==> config.mk <==
export PLATFORM = sky130hd
export DESIGN_NAME = icache_sa
export DESIGN_NICKNAME = d
export VERILOG_FILES = /design/src/rtl/icache_sa.sv
export SDC_FILE = /design/constraint.sdc
export NUM_CORES = 1
export LEC_CHECK = 0
export CAP_MARGIN = 20
export CORE_ASPECT_RATIO = 0.5
export CORE_UTILIZATION = 50
export DETAILED_ROUTE_END_ITERATION = 10
export PLACE_DENSITY = 0.66
export RECOVER_POWER = 50
export SLEW_MARGIN = 5
export SYNTH_ARGS = -nofsm -noshare
export SYNTH_HDL_FRONTEND = slang
export SYNTH_SLANG_ARGS = --single-unit
==> constraint.sdc <==
create_clock -name CLK -period 7.5 [get_ports CLK]
set_clock_uncertainty 0.05 [all_clocks]
set_input_delay 2.25 -clock CLK [delete_from_list [all_inputs] [get_ports CLK]]
set_output_delay 2.25 -clock CLK [all_outputs]
set_load 0.05 [all_outputs]
==> src/rtl/icache_sa.sv <==
// Set-associative, read-only instruction cache with round-robin replacement.
// Misses fill a whole block through a burst of single-word reads from memory.
module icache_sa #(
  parameter int NSETS = 8,
  parameter int NWAYS = 2,
  parameter int WORDS = 2
) (
  input  logic        CLK,
  input  logic        RST,
  input  logic        imemREN,
  input  logic [31:0] imemaddr,
  input  logic        flush,
  output logic        ihit,
  output logic [31:0] imemload,
  output logic        iREN,
  output logic [31:0] iaddr,
  input  logic [31:0] iload,
  input  logic        iwait
);

  localparam int OFFB = $clog2(WORDS);
  localparam int IDXB = $clog2(NSETS);
  localparam int TAGB = 30 - OFFB - IDXB;
  localparam int OFFW = (WORDS > 1) ? OFFB : 1;
  localparam int WAYW = (NWAYS > 1) ? $clog2(NWAYS) : 1;
  localparam logic [OFFW-1:0] LAST = OFFW'(WORDS - 1);

  localparam logic [0:0] S_IDLE  = 1'b0;
  localparam logic [0:0] S_FETCH = 1'b1;

  logic [0:0]      r_state;
  logic [OFFW-1:0] r_cnt;
  logic [29:0]     r_base;
  logic [IDXB-1:0] r_idx;
  logic [TAGB-1:0] r_ltag;
  logic [NWAYS-1:0] r_valid [NSETS];
  logic [WAYW-1:0]  r_ptr   [NSETS];
  logic [TAGB-1:0]  r_tag   [NSETS][NWAYS];
  logic [31:0]      r_data  [NSETS][NWAYS][WORDS];
  logic [31:0]      r_fill  [WORDS];

  logic [29:0]      w_waddr;
  logic [OFFW-1:0]  w_woff;
  logic [IDXB-1:0]  w_idx;
  logic [TAGB-1:0]  w_tag;
  logic [NWAYS-1:0] w_match;
  logic [31:0]      w_way_word [NWAYS];
  logic [31:0]      w_hit_word;
  logic [WAYW-1:0]  w_victim;
  logic             w_any_inv;
  logic             w_idle;
  logic             w_start;
  logic             w_install;
  logic             w_unused;

  assign w_waddr  = imemaddr[31:2];
  assign w_woff   = OFFW'(w_waddr & 30'(WORDS - 1));
  assign w_idx    = IDXB'(w_waddr >> OFFB);
  assign w_tag    = TAGB'(w_waddr >> (OFFB + IDXB));
  assign w_unused = ^imemaddr[1:0];

  genvar gi;
  generate
    for (gi = 0; gi < NWAYS; gi++) begin : g_way
      assign w_match[gi]    = r_valid[w_idx][gi] && (r_tag[w_idx][gi] == w_tag);
      assign w_way_word[gi] = w_match[gi] ? r_data[w_idx][gi][w_woff] : 32'd0;
    end
  endgenerate

  // Tags are unique within a set, so OR-ing the gated way words selects the hit.
  always_comb begin
    w_hit_word = 32'd0;
    for (int w = 0; w < NWAYS; w++) begin
      w_hit_word = w_hit_word | w_way_word[w];
    end
  end

  // Lowest-index invalid way wins; otherwise fall back to the round-robin pointer.
  always_comb begin
    w_victim  = r_ptr[r_idx];
    w_any_inv = 1'b0;
    for (int w = NWAYS - 1; w >= 0; w--) begin
      if (!r_valid[r_idx][w]) begin
        w_victim  = WAYW'(w);
        w_any_inv = 1'b1;
      end
    end
  end

  assign w_idle    = (r_state == S_IDLE);
  assign ihit      = w_idle && imemREN && (|w_match);
  assign imemload  = ihit ? w_hit_word : 32'd0;
  assign iREN      = (r_state == S_FETCH);
  assign iaddr     = iREN ? {r_base + 30'(r_cnt), 2'b00} : 32'd0;
  assign w_start   = w_idle && imemREN && !(|w_match) && !flush;
  assign w_install = iREN && !iwait && (r_cnt == LAST) && !flush;

  always_ff @(posedge CLK or posedge RST) begin
    if (RST) begin
      r_state <= S_IDLE;
      r_cnt   <= '0;
      r_base  <= '0;
      r_idx   <= '0;
      r_ltag  <= '0;
      for (int s = 0; s < NSETS; s++) begin
        r_valid[s] <= '0;
        r_ptr[s]   <= '0;
      end
    end else if (flush) begin
      r_state <= S_IDLE;
      r_cnt   <= '0;
      for (int s = 0; s < NSETS; s++) begin
        r_valid[s] <= '0;
        r_ptr[s]   <= '0;
      end
    end else begin
      case (r_state)
        S_IDLE: begin
          if (w_start) begin
            r_base  <= w_waddr & ~30'(WORDS - 1);
            r_idx   <= w_idx;
            r_ltag  <= w_tag;
            r_cnt   <= '0;
            r_state <= S_FETCH;
          end
        end
        default: begin
          if (!iwait) begin
            if (r_cnt == LAST) begin
              r_state                    <= S_IDLE;
              r_cnt                      <= '0;
              r_valid[r_idx][w_victim]   <= 1'b1;
              if (!w_any_inv) begin
                r_ptr[r_idx] <= (NWAYS > 1) ? r_ptr[r_idx] + 1'b1 : '0;
              end
            end else begin
              r_cnt <= r_cnt + 1'b1;
            end
          end
        end
      endcase
    end
  end

  // Storage arrays carry no reset so they can map onto block RAM.
  always_ff @(posedge CLK) begin
    if (iREN && !iwait) begin
      r_fill[r_cnt] <= iload;
    end
    if (w_install) begin
      r_tag[r_idx][w_victim] <= r_ltag;
      for (int k = 0; k < WORDS; k++) begin
        r_data[r_idx][w_victim][k] <= (OFFW'(k) == r_cnt) ? iload : r_fill[k];
      end
    end
  end

endmodule

==> results.yml, run 1 <==
run_status:
  status: "complete, but fails checks"
  violations: "capacitance limit, slew limit, setup timing"
min_path:
  min_to: "r_valid[3]"
  hp-start: "r_valid[3]"
  min_path_type: "reg2reg"
  whs_path_depth: 2
yosys:
  yosysTopAreaCellShare_pct: 72.7
  ys_warn_count: 0
  postSynthAreaPerCell_um2: 18.9
  synth-edff-count: 1504
  yosysUniqueCellTypes: 50
  synth_most_common_cell: "edfxtp_1"
  synth_area_um2: 62100
  synth_seq_cells: 1559
  synthTopCellsByCount: "1504 x edfxtp_1, 427 x nand2_1, 299 x mux4_2"
  synthMuxAreaShare_pct: 15.9
  syn_inst: 3278
  synth-main-ff-cell: "edfxtp_1"
  seq_area_frac_synth_pct: 75.0
  yosys.area_share.simple_pct: 4.29
  synth-compound-area-share_pct: 2.99
  synthAdderAreaFrac_pct: 0
  synth_top_family_by_area: "multiplexers"
  synthArstFlopShare_pct: 3.53
  synth_xor_area_share_pct: 0.183
  synth_top_area_cell: "edfxtp_1"
  synth_area_leaders: "edfxtp_1 73%, mux4_2 11%, mux2i_1 3.6%"
sta:
  period_minus_slack_ns: 7.87
  worst_slack_ns: -0.365
  tightest_slew_ns: 3.49
  rsz0062_at_grt: "yes"
  min_period_over_period_pct: 105
  hold_viol: 0
  setup_viol: 33
  max_freq_ghz: 0.127
  drv_slew: 403
  relSlewSlack_pct: -133
  hold-worst-slack_ns: 0.482
route:
  vias_per_cell: 6.02
  first_iter_violations: 3230
  drtAntennaViolNets: 0
  num_vias: 32300
  drt_first_pass_iters: 5
  wl_mm: 153
  post_drt_wl_per_cell_um: 28.6
  remaining_drc_errors: 0
critical_path:
  cp-start-kind: "input pin"
  critical_path.max_stage_delay_ns: 0.51
  rr_startpoint: "r_base[3]"
  crit_buf_inv: 9
  cp-end-kind: "output pin"
  reg2reg_to: "r_tag[7][13]"
  worstPathMaxFanout: 6
  cp_common_cell: "buf_12"
  worst_ep_arrival_time_ns: 5.57
  reg2reg_slack_ns: 1.24
  critPathKind: "in2out"
  crit_family: "buffers and inverters"
  worst_path_max_delay_cell: "mux4_2"
  path_cells: "buf_16, buf_4, buf_12, mux4_2, nor2_2, or3_4, nand4_1, nor4_2, buf_4, and4_4, buf_12, buf_12, bufbuf_16, nand2_1, a221oi_2, buf_4, buf_12"
  cp.required_ns: 5.20
  r2r_cells: 7
grt:
  antenna_found_initial: 5
  grt.total_usage_pct: 24.7
  grt_pass1_vias: 32900
  grt_max_degree: 137
  grt_pass1_wl_mm: 222
  gr-total-overflow: 0
floorplan:
  fp.dieArea_um2: 126000
  core_region_area_um2: 122000
  rows: 90
  start_util_pct: 51.0
  dieHeight_um: 251
  dieWidth_um: 500
  pin_count: 135
pwr:
  powerDensity_nw_per_um2: 250
  p_leak_uw: 0.0246
  ir_drop_uv: 224
  power_uw: 18200
clock_tree:
  ctsHoldBuffers: 0
  cts_max_path_buffers: 3
  clkTransAtPathRegs_ns: 0.07
  numCtsBuffers: 135
  clock_sinks: 1559
  htree_levels: 4
  cts_tree: "yes"
  clk-insertion-delay-late_ns: 0.77
  cts-root-buf: "clkbuf_16"
cells_and_area:
  seqCellArea_um2: 46500
  finalInstanceArea_um2: 72600
  fillers: 8807
  drive_gt1_share_pct: 25.3
  area_growth_pct: 17.0
  fin_nets: 3656
  multi_input_area_um2: 15200
placed_design:
  dp_hpwl_mm: 80.5
  port_buffers: 130
  placed_area_um2: 67200
  gp_congestion: 0.773
run:
  maxCapViolations: 14
==> sequential cells by signal, indices dropped and copies added (netlist names) <==
signal / flops
r_data: 1024
r_tag: 416
r_fill: 64
r_ltag: 26
r_valid: 16
r_ptr: 8
r_idx: 2
iREN: 1
r_base: 1
r_cnt: 1
==> worst max-delay path by stage <==
stage / cells past startpoint / slack [ns] / start / endpoint
final: 17 / -0.37 / imemaddr[3] / imemload[18]
after global routing: 17 / -0.42 / imemaddr[3] / imemload[18]
after CTS: 15 / -0.25 / imemaddr[3] / imemload[16]
after detailed placement: 14 / -0.71 / imemaddr[3] / imemload[26]
after global placement: 14 / -0.67 / imemaddr[3] / imemload[26]
after floorplan: 7 / -1.22 / iwait / r_data[0][100]
==> per-stage QoR <==
step | setup slack, ns | util [%] | std cells | TNS [ns]
final | -0.365 | 59.6 | 5356 | -10.07
after global routing | -0.420 | 59.6 | 5356 | -12.39
after CTS | -0.254 | 59.5 | 5352 | -7.12
after detailed placement | -0.710 | 55.1 | 5074 | -18.88
after global placement | -0.673 | 55.1 | 5073 | -18.63
after floorplan | -1.22 | - | 3279 | -1554.01
==> cell usage in the layout, fill, tap and decap left out, types with 34 or more instances in the layout <==
| cell type | n |
|---|---|
| edfxtp_1 | 1504 |
| nand2_1 | 425 |
| mux4_2 | 299 |
| mux2i_1 | 219 |
| clkbuf_16 | 143 |
| buf_4 | 135 |
| buf_12 | 82 |
| a21oi_1 | 72 |
| clkdlybuf4s50_1 | 59 |
| dfrtp_1 | 54 |
| a22oi_1 | 53 |
| nor2_1 | 47 |
| mux2_2 | 40 |
| inv_1 | 35 |
| clkbuf_1 | 34 |
| dlygate4sd3_1 | 34 |
==> area by class of cell <==
| cell class | instances | area share (%) |
|---|---|---|
| well taps | 1656 | 2.85 |
| diodes | 2 | 0.00689 |
| repair buffers | 359 | 5.89 |
| flip-flops and latches | 1559 | 64.1 |
| multi-input cells | 1496 | 20.9 |
| clock inverters | 76 | 1.04 |
| clock buffers | 172 | 5.07 |
| inverters | 36 | 0.193 |
==> logic make-up (layout without fill, tap and decap cells) <==
group                     Yosys count  in the layout
AOI/OAI and AO/OA                 268            268
xor gates and xnor gates           13             13
buffers and inverters             224            643
DFF                              1559           1559
muxes                             594            594
other                               1              4
and+or+nand+nor                   619            619
==> worst min-delay path, cell delays in order, from the launching register on <==
cell and delay, ns:
dfrtp_1 0.37, a21oi_1 0.05, nor2_1 0.08
==> routing by layer <==
metal	track usage, %	part of all wire (%)	vias up
met5	0	0	-
li1	-	-	13700
met2	40.2	49	1165
met3	3.66	6.4	201
met1	34.3	42	17200
met4	8.26	2.7	0
==> report_power, final <==
part	switching [uW]	internal, uW
logic	665	453
clock network	3160	3950
registers	175	9770
total	3990	14200
==> what timing repair did <==
item	in CTS	in global routing
setup endpoints to repair	33	33
buffers inserted	22	3
gates cloned	9	1
pin swaps	40	27
gates resized for setup	93	45
Note: power is estimated with default switching activity, not from simulation.
==> run 2: changes to the inputs <==
--- a/config.mk
+++ b/config.mk
@@ -9,6 +9,7 @@
 export CORE_ASPECT_RATIO = 0.5
 export CORE_UTILIZATION = 50
 export DETAILED_ROUTE_END_ITERATION = 10
+export HOLD_SLACK_MARGIN = 0.08
 export PLACE_DENSITY = 0.66
 export RECOVER_POWER = 50
 export SLEW_MARGIN = 5
==> results of run 2 <==
Same layout as run 1: the final DEF is identical, and so are final timing and power.
